===== src/rtl/decode_queue.sv =====
// Instruction queue between fetch and decode: prefix push of up to IN_W lanes,
// predecode on entry, in-order presentation of the OUT_W oldest entries.
module decode_queue #(
  parameter int unsigned DEPTH   = 8,
  parameter int unsigned IN_W    = 2,
  parameter int unsigned OUT_W   = 2,
  parameter int unsigned BPTAG_W = 16,
  localparam int unsigned CW     = $clog2(DEPTH + 1),
  localparam int unsigned TW     = $clog2(OUT_W + 1)
) (
  input  logic                     clk,
  input  logic                     rst,
  input  logic [IN_W-1:0]          i_fetch_valid,
  input  logic [IN_W-1:0]          i_fetch_error,
  input  logic [31*IN_W-1:0]       i_fetch_addr,
  input  logic [32*IN_W-1:0]       i_fetch_insn,
  input  logic [BPTAG_W*IN_W-1:0]  i_fetch_bptag,
  input  logic [IN_W-1:0]          i_fetch_bptaken,
  output logic                     o_queue_stall,
  output logic [OUT_W-1:0]         o_out_valid,
  output logic [OUT_W-1:0]         o_out_error,
  output logic [OUT_W-1:0]         o_out_illegal,
  output logic [OUT_W-1:0]         o_out_branch,
  output logic [OUT_W-1:0]         o_out_mem,
  output logic [31*OUT_W-1:0]      o_out_addr,
  output logic [32*OUT_W-1:0]      o_out_insn,
  output logic [BPTAG_W*OUT_W-1:0] o_out_bptag,
  output logic [OUT_W-1:0]         o_out_bptaken,
  input  logic [TW-1:0]            i_out_take,
  input  logic                     i_rob_flush,
  output logic [CW-1:0]            o_queue_count
);

  localparam int unsigned PW = $clog2(DEPTH);

  localparam logic [6:0] OpLoad    = 7'b0000011;
  localparam logic [6:0] OpStore   = 7'b0100011;
  localparam logic [6:0] OpOpImm   = 7'b0010011;
  localparam logic [6:0] OpOp      = 7'b0110011;
  localparam logic [6:0] OpLui     = 7'b0110111;
  localparam logic [6:0] OpAuipc   = 7'b0010111;
  localparam logic [6:0] OpBranch  = 7'b1100011;
  localparam logic [6:0] OpJal     = 7'b1101111;
  localparam logic [6:0] OpJalr    = 7'b1100111;
  localparam logic [6:0] OpMiscMem = 7'b0001111;
  localparam logic [6:0] OpSystem  = 7'b1110011;

  // Storage is deliberately not reset; only pointers and count are.
  logic [30:0]        r_addr  [DEPTH];
  logic [31:0]        r_insn  [DEPTH];
  logic [BPTAG_W-1:0] r_bptag [DEPTH];
  logic [DEPTH-1:0]   r_error;
  logic [DEPTH-1:0]   r_illegal;
  logic [DEPTH-1:0]   r_branch;
  logic [DEPTH-1:0]   r_mem;
  logic [DEPTH-1:0]   r_bptaken;

  logic [PW-1:0]      r_head;
  logic [PW-1:0]      r_tail;
  logic [CW-1:0]      r_count;

  logic [CW-1:0]      w_free;
  logic               w_stall;
  logic [CW-1:0]      w_n_in;
  logic               w_gap;
  logic [CW-1:0]      w_avail;
  logic [CW-1:0]      w_take_req;
  logic [CW-1:0]      w_n_take;
  logic [6:0]         w_op;
  logic               w_legal;
  logic [IN_W-1:0]    w_pd_illegal;
  logic [IN_W-1:0]    w_pd_branch;
  logic [IN_W-1:0]    w_pd_mem;
  logic [PW-1:0]      w_widx [IN_W];
  logic [PW-1:0]      w_ridx [OUT_W];

  // Stall looks only at the registered count; a same-cycle pop gives no credit.
  always_comb begin
    w_free  = CW'(DEPTH) - r_count;
    w_stall = w_free < CW'(IN_W);
    w_n_in  = '0;
    w_gap   = 1'b0;
    for (int k = 0; k < IN_W; k++) begin
      if (!i_fetch_valid[k]) begin
        w_gap = 1'b1;
      end else if (!w_gap) begin
        w_n_in = w_n_in + CW'(1);
      end
    end
    if (w_stall) begin
      w_n_in = '0;
    end
    w_avail    = (r_count < CW'(OUT_W)) ? r_count : CW'(OUT_W);
    w_take_req = CW'(i_out_take);
    w_n_take   = (w_take_req > w_avail) ? w_avail : w_take_req;
  end

  always_comb begin
    w_op         = '0;
    w_legal      = 1'b0;
    w_pd_illegal = '0;
    w_pd_branch  = '0;
    w_pd_mem     = '0;
    for (int k = 0; k < IN_W; k++) begin
      w_op    = i_fetch_insn[k*32 +: 7];
      w_legal = (w_op[1:0] == 2'b11) &&
                (w_op inside {OpLoad, OpStore, OpOpImm, OpOp, OpLui, OpAuipc,
                              OpBranch, OpJal, OpJalr, OpMiscMem, OpSystem});
      w_pd_branch[k]  = w_op inside {OpBranch, OpJal, OpJalr};
      w_pd_mem[k]     = w_op inside {OpLoad, OpStore};
      // A fetch fault masks the illegal flag so decode reports the fault.
      w_pd_illegal[k] = ~i_fetch_error[k] & ~w_legal;
      w_widx[k]       = r_tail + PW'(k);
    end
  end

  always_ff @(posedge clk) begin
    if (!rst && !i_rob_flush) begin
      for (int k = 0; k < IN_W; k++) begin
        if (CW'(k) < w_n_in) begin
          r_addr[w_widx[k]]    <= i_fetch_addr[k*31 +: 31];
          r_insn[w_widx[k]]    <= i_fetch_insn[k*32 +: 32];
          r_bptag[w_widx[k]]   <= i_fetch_bptag[k*BPTAG_W +: BPTAG_W];
          r_error[w_widx[k]]   <= i_fetch_error[k];
          r_illegal[w_widx[k]] <= w_pd_illegal[k];
          r_branch[w_widx[k]]  <= w_pd_branch[k];
          r_mem[w_widx[k]]     <= w_pd_mem[k];
          r_bptaken[w_widx[k]] <= i_fetch_bptaken[k];
        end
      end
    end
  end

  always_ff @(posedge clk) begin
    if (rst || i_rob_flush) begin
      r_count <= '0;
      r_head  <= '0;
      r_tail  <= '0;
    end else begin
      r_count <= r_count + w_n_in - w_n_take;
      r_head  <= r_head + w_n_take[PW-1:0];
      r_tail  <= r_tail + w_n_in[PW-1:0];
    end
  end

  always_comb begin
    o_out_valid   = '0;
    o_out_error   = '0;
    o_out_illegal = '0;
    o_out_branch  = '0;
    o_out_mem     = '0;
    o_out_addr    = '0;
    o_out_insn    = '0;
    o_out_bptag   = '0;
    o_out_bptaken = '0;
    for (int j = 0; j < OUT_W; j++) begin
      w_ridx[j]                          = r_head + PW'(j);
      o_out_valid[j]                     = CW'(j) < r_count;
      o_out_error[j]                     = r_error[w_ridx[j]];
      o_out_illegal[j]                   = r_illegal[w_ridx[j]];
      o_out_branch[j]                    = r_branch[w_ridx[j]];
      o_out_mem[j]                       = r_mem[w_ridx[j]];
      o_out_addr[j*31 +: 31]             = r_addr[w_ridx[j]];
      o_out_insn[j*32 +: 32]             = r_insn[w_ridx[j]];
      o_out_bptag[j*BPTAG_W +: BPTAG_W]  = r_bptag[w_ridx[j]];
      o_out_bptaken[j]                   = r_bptaken[w_ridx[j]];
    end
  end

  assign o_queue_stall = w_stall;
  assign o_queue_count = r_count;

endmodule


===== config.mk =====
export PLATFORM = sky130hd
export DESIGN_NAME = decode_queue
export DESIGN_NICKNAME = d
export VERILOG_FILES = /design/src/rtl/decode_queue.sv
export SDC_FILE = /design/constraint.sdc
export NUM_CORES = 1
export LEC_CHECK = 0
export BUFFER_PORTS_ARGS = -buffer_cell sky130_fd_sc_hd__buf_4
export CAP_MARGIN = 0
export CORE_AREA = 2 2 318 320
export DETAILED_ROUTE_END_ITERATION = 7
export DIE_AREA = 0 0 320 322
export PLACE_DENSITY = 0.61
export SLEW_MARGIN = 20
export SYNTH_ARGS = -nofsm -noshare
export SYNTH_HDL_FRONTEND = slang
export SYNTH_SLANG_ARGS = --single-unit

===== constraint.sdc =====
create_clock -name clk -period 11.3 [get_ports clk]
set_input_delay 1.695 -clock clk [delete_from_list [all_inputs] [get_ports clk]]
set_output_delay 1.695 -clock clk [all_outputs]
set_load 0.1 [all_outputs]

==> impl_metrics.tcl, run 1 <==
set metrics [dict create \
    gp_congestion 0.808 \
    numPortBuffers 343 \
    yosys.area.top_type "edfxtp_1" \
    grt_overflow 0 \
    peakVddDrop_mv 0.464 \
    die_area_sq_um 103000 \
    yosysUniqueCellTypes 50 \
    hold_violations 0 \
    cts_setup_buffers 0 \
    crit_top_cell "buf_4" \
    fin_crit_ps 6670 \
    postRouteAntennaNets 0 \
    track_usage_pct 22.9 \
    hold_path.class "reg -> reg" \
    startpoint "r_head[0]" \
    clock_path_buffers 3 \
    synth_edf_count 672 \
    r2r_start "o_queue_count[0]" \
    worst_hold_path.num_cells 2 \
    syn2layout_area_growth_pct 16.3 \
    dpl.cell_count 3757 \
    maxCapViolCount 0 \
    cts.repair.resized 0 \
    grt_pass1_wl_um 173000 \
    yosysSeqAreaShare_pct 51.4 \
    holdPathEnd "o_queue_count[0]" \
    drive_gt1_share_pct 63.1 \
    hold_buffers 0 \
    end_kind "primary output" \
    layout_common_cells "mux2_2, edfxtp_1, buf_4" \
    drc_errors 0 \
    wl_um 119000 \
    power.density_nw_per_um2 259 \
    synth-main-ff-cell "edfxtp_1" \
    root_buffer "clkbuf_16" \
    ys_async_sr_fraction_pct 0 \
    multi_input_area_sq_um 18600 \
    synth_seq_cells 682 \
    start_kind "flop" \
    arrival_ps 4970 \
    outcome "finished, final reports clean" \
    critPathBufInv 3 \
    synth_area_leaders "edfxtp_1, mux2_2, mux4_2, mux2i_1, clkbuf_1" \
    via_count 23700 \
    dp_slack_ps 5160 \
    grt_pass1_vias 25400 \
    r2r_setup_slack_ps 6470 \
    criticalPathCategory "reg -> out" \
    ys_warn_count 0 \
    setup_viol_count_final 0 \
    rsz0062_at_grt "false" \
    synthCells 2251 \
    antenna_found_initial 18 \
    syn_area_sq_um 39600 \
    relSlewSlack_pct 21.7 \
    die_w_um 320 \
    cts_max_level 3 \
    hp-start "o_queue_count[0]" \
    r2r_end "r_addr[2][22]" \
    cellLeakagePower_nw 15.1 \
    cp_max_fo 45 \
    synth_top_area_share_pct 50.9 \
    grt_max_degree 143 \
    fin_skew_ps 27.1 \
    clkTransAtPathRegs_ps 60 \
    die_y_um 322 \
    cp_cell_sequence "ha_4 -> buf_4 -> buf_4 -> mux4_2 -> mux2_2 -> buf_4" \
    firstDrtPassIters 5 \
    fin_util_pct 46.3 \
    final_cell_area_sq_um 46100 \
    tightest_slew_ps 1170 \
    hpwl_um 69300 \
    core_sq_um 99600 \
    crit_family "buffers and inverters" \
    post_drt_wl_per_cell_um 30.4 \
    cts_tree "built" \
    worstPathRequired_ps 9610 \
    clock_latency_ps 660 \
    drv_slew 0 \
    fin_setup_tns_ps 0 \
    cts_made_buffers 80 \
    fin_nets 2727 \
    viasPerCell 6.06 \
    seqCellArea_sq_um 20400 \
    cts_sinks 682 \
    place_area_sq_um 43600 \
    fin_crit_sh_pct 59.0 \
    max_freq_ghz 0.150 \
    num_io_pins 344 \
    stdcell_count 3906 \
    syn_nets 2436 \
    layout_commonest_cell "mux2_2" \
    drt_iter0_markers 1912 \
    syn_area_per_cell_sq_um 17.6 \
    reg2reg_depth 11 \
    std_cell_rows 116 \
    cp_slowest_stage_delay_ps 800 \
    crit_slowest_cell "dfxtp_4" \
    setup_ws_ps 4630 \
    start_util_pct 39.8 \
    fillCellCount 8616 \
]
## Yosys cell counts, drive strengths merged (2+ instances only)
| master | n |
|---|---|
| dfxtp | 10 |
| and2 | 5 |
| nor2 | 27 |
| edfxtp | 672 |
| ha | 12 |
| inv | 20 |
| or2 | 4 |
| buf | 86 |
| fa | 4 |
| mux2 | 808 |
| nand3b | 3 |
| xnor2 | 4 |
| nor2b | 4 |
| o21bai | 5 |
| o211ai | 4 |
| nand2b | 7 |
| clkbuf | 93 |
| mux4 | 336 |
| xor2 | 3 |
| nand2 | 15 |
| nand3 | 4 |
| a2111oi | 2 |
| mux2i | 63 |
| o31ai | 3 |
| or3 | 4 |
| nor4 | 4 |
| o21ai | 17 |
| a21oi | 11 |
| nor3 | 9 |
## how the worst max path moves through the flow
stage | end | slack (ps) | cells after the start
after floorplan | r_addr[7][0] | 2600 | 3
after global placement | o_out_bptag[16] | 5230 | 6
after detailed placement | o_out_bptag[16] | 5160 | 6
after CTS | o_out_bptag[16] | 4430 | 6
after global routing | o_out_bptag[16] | 4350 | 6
final | o_out_bptag[16] | 4630 | 6
## area by class of cell
cell class / count / share of cell area (%)
Sequential cell: 682 / 44.2
Multi-Input combinational cell: 1369 / 40.3
Timing Repair Buffer: 388 / 6.43
Clock buffer: 97 / 4.57
Tap cell: 1298 / 3.52
Clock inverter: 44 / 0.703
Inverter: 21 / 0.171
Antenna cell: 7 / 0.0380
## per-stage QoR
| stage | total power, W | hold WS, ps |
|---|---|---|
| 2_1_floorplan | 0.00813 | 578 |
| 3_3_place_gp | 0.00955 | 639 |
| 3_5_place_dp | 0.00958 | 659 |
| 4_1_cts | 0.0121 | 678 |
| 5_1_grt | 0.0124 | 705 |
| 6_report | 0.0119 | 670 |
## sequential cells by signal, summed over array words and instances (netlist names), 8 cells and up
register and cells:
r_addr 248, r_bptag 128, r_bptaken 8, r_branch 8
r_error 8, r_illegal 8, r_insn 256, r_mem 8
## cells by family (layout without fill, tap and decap cells)
| group | after synthesis | after routing | share of synthesized area (%) |
|---|---|---|---|
| flops | 682 | 682 | 51.4 |
| xor+xnor | 7 | 7 | 0.155 |
| other cells | 0 | 7 | 0 |
| buf+inv | 200 | 550 | 2.04 |
| compound gates | 48 | 48 | 0.767 |
| simple gates | 91 | 91 | 1.38 |
| mux | 1207 | 1207 | 43.6 |
| fa+ha+maj | 16 | 16 | 0.581 |
## per-layer routing
metal	routed length (um)	vias up	GRT usage (%)
met5	146	-	0
met4	2790	24	6.86
met3	8610	193	5.19
met2	59600	832	39.2
met1	47600	12600	29.2
li1	-	10000	-
## power breakdown
part           switching, W  internal (W)
sequential         0.000105       0.00288
combinational       0.00449       0.00200
clock               0.00107       0.00140
total               0.00567       0.00628
## tightest hold or removal path, stage by stage, from the launching register on
cell     delay, ps
dfxtp_1        390
ha_1           150
and2_1         100
Note: power is estimated with default switching activity, not from simulation.
==> run 2: changes to the inputs <==
==> constraint.sdc (replaced) <==
create_clock -name clk -period 6.3 [get_ports clk]
set_input_delay 0.945 -clock clk [delete_from_list [all_inputs] [get_ports clk]]
set_output_delay 0.945 -clock clk [all_outputs]
set_load 0.1 [all_outputs]
==> run 2 against run 1 <==
  * Sequential cell count stayed put
  * Clock-buffer cell count grew 4
  * Sequential power rose by 78%
  * Sequential share of layout area decreased by 0.21 points
  * Via count is 0.39% lower
  * Clock power up 85%
  * Clock skew decreased by 10 ps
  * Hold slack got worse by 19 ps
  * Largest power group unchanged
  * Highest routed layer unchanged
==> impl_metrics.tcl, run 2 (same netlist as run 1, synthesis figures left out) <==
set metrics [dict create \
    wl_um 117000 \
    arrival_ps 3870 \
    rsz0062_at_grt "false" \
    worstPathRequired_ps 5350 \
    setup_viol_count_final 0 \
    die_area_sq_um 103000 \
    peakVddDrop_mv 0.656 \
    clock_latency_ps 650 \
    stdcell_count 3910 \
    hpwl_um 68300 \
    cts_made_buffers 82 \
    drive_gt1_share_pct 63.0 \
    cellInternalPower_w 0.0114 \
    clock_path_buffers 3 \
    cellLeakagePower_nw 15.2 \
    cp_max_fo 44 \
    syn2layout_area_growth_pct 16.9 \
    cts_sinks 682 \
    dpl.cell_count 3755 \
    numPortBuffers 343 \
    die_w_um 320 \
    die_y_um 322 \
    drv_slew 0 \
    cts_setup_buffers 0 \
    outcome "finished, final reports clean" \
    core_sq_um 99600 \
    switching_share_pct 47.2 \
    gp_congestion 0.810 \
    end_kind "primary output" \
    num_io_pins 344 \
    hold_path.class "in -> reg" \
    cp_slowest_stage_delay_ps 830 \
    layout_common_cells "mux2_2, edfxtp_1, buf_4" \
    power.density_nw_per_um2 466 \
    fillCellCount 8550 \
    power_w 0.0216 \
    via_count 23600 \
    hold_violations 0 \
    postRouteAntennaNets 0 \
    hold_buffers 0 \
    cp_cell_sequence "ha_4 -> buf_12 -> mux4_2 -> mux2_2 -> buf_4" \
    relSlewSlack_pct 18.3 \
    firstDrtPassIters 6 \
    maxCapViolCount 0 \
    dp_slack_ps 2030 \
    fin_skew_ps 16.6 \
    drt_iter0_markers 1740 \
    post_drt_wl_per_cell_um 30.0 \
    largest_reg_flops 256 \
    cts_tree "built" \
    max_freq_ghz 0.208 \
    cts.repair.resized 0 \
    clkTransAtPathRegs_ps 60 \
    setup_ws_ps 1490 \
    layout_commonest_cell "mux2_2" \
    power_frac_clock_pct 21.1 \
    root_buffer "clkbuf_16" \
    tightest_slew_ps 1220 \
    whs_ps 651 \
    grt_overflow 0 \
    grt_pass1_wl_um 172000 \
    r2r_setup_slack_ps 2210 \
    drc_errors 0 \
    switchingPower_w 0.0102 \
    crit_slowest_cell "ha_4" \
    fin_crit_ps 4810 \
    grt_pass1_vias 25500 \
    track_usage_pct 22.7 \
    grt_max_degree 110 \
    start_kind "flop" \
    fin_crit_sh_pct 76.4 \
    antenna_found_initial 14 \
    fin_nets 2726 \
    criticalPathCategory "reg -> out" \
    viasPerCell 6.03 \
    cts_max_level 3 \
    std_cell_rows 116 \
    start_util_pct 39.8 \
    p_seq_share_pct 24.7 \
    p_comb_share_pct 54.2 \
]
## run 2: changes by cell type in the layout (fill, tap and decap cells not counted), moves of 2 or more
cell,before,now
buf_12,4,15
buf_4,384,370
bufinv_16,3,5
clkbuf_1,15,18
clkinv_2,14,8
clkinvlp_4,2,4
inv_16,2,0
inv_6,2,7
## run 2: per-stage QoR
stage	TNS [ps]	utilization, %	instance area, sq um
2_1_floorplan	-6820	-	39600
3_3_place_gp	0	44.0	43800
3_5_place_dp	0	44.0	43800
4_1_cts	0	46.5	46300
5_1_grt	0	46.5	46300
6_report	0	46.5	46300
## run 2: power groups by stage
stage               logic [W]  clock network [W]  registers (W)
floorplan             0.00921                  0        0.00537
global placement       0.0118                  0        0.00540
detailed placement     0.0118                  0        0.00542
CTS                    0.0119            0.00465        0.00533
global route           0.0122            0.00481        0.00535
finish                 0.0117            0.00456        0.00533
## run 2: worst paths after layout
kind / startpoint / end / cells past startpoint
setup / recovery: r_head[0] / o_out_bptag[22] / 5
hold / removal: i_fetch_addr[0] / r_addr[2][0] / 2
setup reg to reg: o_queue_count[0] / r_insn[7][18] / 7
hold reg to reg: r_tail[2] / r_tail[2] / 2
## run 2: area by class of cell
type	count	area, sq um	share of cell area, %
diodes	8	20.0	0.0432
clock buffers	101	2140	4.63
clock inverters	46	394	0.851
inverters	21	78.8	0.170
multi-input cells	1369	18600	40.1
flip-flops and latches	682	20400	44.0
well taps	1298	1620	3.51
repair buffers	385	3080	6.64
## run 2: worst max-delay path, delay by kind of cell, from the launching register on
family	cells	cell delay, ps
muxes	2	880
adders and majority gates	1	830
DFF	1	820
buffers and inverters	2	630
## run 2: per-layer routing
layer	track usage [%]	vias up	share of wire, %
li1	-	10000	-
met1	27.7	12600	39
met2	40.4	762	52
met3	4.16	219	5.5
met4	7.48	14	3.1
met5	0	-	0.086
==> run 3: changes to the inputs <==
--- a/config.mk
+++ b/config.mk
@@ -10,7 +10,7 @@
 export CORE_AREA = 2 2 318 320
 export DETAILED_ROUTE_END_ITERATION = 7
 export DIE_AREA = 0 0 320 322
-export PLACE_DENSITY = 0.61
+export PLACE_DENSITY = 0.63
 export SLEW_MARGIN = 20
 export SYNTH_ARGS = -nofsm -noshare
 export SYNTH_HDL_FRONTEND = slang
==> constraint.sdc (replaced) <==
create_clock -name clk -period 4.4 [get_ports clk]
set_input_delay 0.66 -clock clk [delete_from_list [all_inputs] [get_ports clk]]
set_output_delay 0.66 -clock clk [all_outputs]
set_load 0.1 [all_outputs]
==> run 3 against run 2 <==
  * Cell count is 0.31% higher
  * First-iteration DRC count up 7.1%
  * Hold slack lost 270 ps
  * Non-clock buffer count grew 19
  * Register-to-register slack lost 1700 ps
  * Combinational power is 45% higher
  * Critical path type is now reg -> reg
  * Setup slack worse by 1000 ps
  * Sequential cell count did not move
  * Sequential share of layout area shrank 0.29 points
  * Global-route usage is 0.16 points lower
==> impl_metrics.tcl, run 3 (same netlist as run 1, synthesis figures left out) <==
set metrics [dict create \
    post_drt_wl_per_cell_um 29.9 \
    firstDrtPassIters 5 \
    setup_viol_count_final 0 \
    cts_setup_buffers 0 \
    fin_crit_ps 3910 \
    fin_crit_sh_pct 88.9 \
    worstPathRequired_ps 4900 \
    cts_tree "built" \
    arrival_ps 4410 \
    fin_skew_ps 19.6 \
    layout_commonest_cell "mux2_2" \
    core_sq_um 99600 \
    viasPerCell 6.05 \
    start_kind "flop" \
    postRouteAntennaNets 0 \
    cp_max_fo 6 \
    wl_um 117000 \
    drc_errors 0 \
    clock_path_buffers 3 \
    track_usage_pct 22.5 \
    hpwl_um 66900 \
    num_io_pins 344 \
    cp_cell_sequence "inv_1 -> ha_1 -> nor2b_1 -> clkinvlp_4 -> nor2_1 -> ha_1 -> nand2_1 -> o21ai_0 -> or3_1 -> nand2_1 -> o21ai_0 -> fa_1 -> inv_1 -> ha_1 -> a21o_1 -> a21oi_1 -> xnor2_1 -> nor2_1" \
    place_area_sq_um 44200 \
    criticalPathCategory "reg -> reg" \
    die_y_um 322 \
    drv_slew 0 \
    cts_max_level 3 \
    peakVddDrop_mv 0.738 \
    critPathBufInv 3 \
    grt_pass1_wl_um 171000 \
    hold_violations 0 \
    crit_slowest_cell "fa_1" \
    die_w_um 320 \
    numPortBuffers 343 \
    fin_nets 2744 \
    stdcell_count 3922 \
    startpoint "o_queue_count[2]" \
    relSlewSlack_pct 27.5 \
    final_cell_area_sq_um 46600 \
    max_freq_ghz 0.256 \
    power.density_nw_per_um2 664 \
    end_kind "flop" \
    outcome "finished, final reports clean" \
    antenna_found_initial 14 \
    std_cell_rows 116 \
    cellLeakagePower_nw 15.3 \
    cts.repair.resized 0 \
    whs_ps 377 \
    hold_path.class "in -> reg" \
    die_area_sq_um 103000 \
    hp-start "i_fetch_insn[28]" \
    grt_overflow 0 \
    drt_iter0_markers 1863 \
    cts_made_buffers 81 \
    crit_family "adder cells" \
    r2r_start "o_queue_count[2]" \
    drive_gt1_share_pct 63.2 \
    root_buffer "clkbuf_16" \
    largest_reg_flops 256 \
    maxCapViolCount 0 \
    tightest_slew_ps 1080 \
    grt_pass1_vias 25600 \
    start_util_pct 39.8 \
    rsz0062_at_grt "false" \
    cts_sinks 682 \
    clkTransAtPathRegs_ps 50 \
    fin_setup_tns_ps 0 \
    clock_latency_ps 620 \
    via_count 23700 \
    crit_top_cell "ha_1" \
    grt_max_degree 109 \
    cp_slowest_stage_delay_ps 550 \
    dpl.cell_count 3773 \
    hold_buffers 0 \
    syn2layout_area_growth_pct 17.7 \
    layout_common_cells "mux2_2, edfxtp_1, buf_4" \
    gp_congestion 0.857 \
]
run 3: cell types whose count changed in the layout (fill, tap and decap cells not counted), moves of 2 or more:
cell / delta
buf_12: +20
clkbuf_1: +10
clkinv_1: -5
clkinv_8: -2
clkinvlp_4: -3
dfxtp_1: -4
dfxtp_2: +4
diode_2: -3
inv_6: -4
run 3: power breakdown:
group	internal (W)	switching, W	total, W
Sequential	0.00740	0.000131	0.00753
Clock	0.00375	0.00266	0.00640
Combinational	0.00530	0.0117	0.0170
run 3: path summary, 6_finish.rpt:
kind                           end  slack [ps]  cells after the start
setup / recovery  o_queue_count[3]         490                     18
hold reg to reg   o_queue_count[0]         620                      2
hold / removal       r_insn[0][28]         380                      2
setup reg to reg  o_queue_count[3]         490                     18
run 3: layout make-up:
type,count,area [sq um]
fill,8532,52900
multi-input combinational,1369,18600
timing repair buffer,404,3470
tap,1298,1620
sequential,682,20400
antenna,5,12.5
clock inverter,32,283
clock buffer,111,2180
inverter,21,82.6
run 3: through the flow:
| step | worst slack, ps | util [%] | power [W] |
|---|---|---|---|
| 3_3_place_gp | 583 | 44.3 | 0.0247 |
| 2_1_floorplan | 6.15 | - | 0.0209 |
| 6_report | 489 | 46.8 | 0.0310 |
| 3_5_place_dp | 540 | 44.3 | 0.0248 |
| 5_1_grt | 198 | 46.8 | 0.0320 |
| 4_1_cts | 511 | 46.8 | 0.0313 |
run 3: metal layers:
metal / wire, um / vias to the layer above / global-route usage [%]
met4: 3600 / 18 / 8.24
met1: 45600 / 12700 / 27.7
met3: 7710 / 210 / 4.68
li1: - / 10000 / -
met5: 119 / - / 0
met2: 60200 / 818 / 39.1
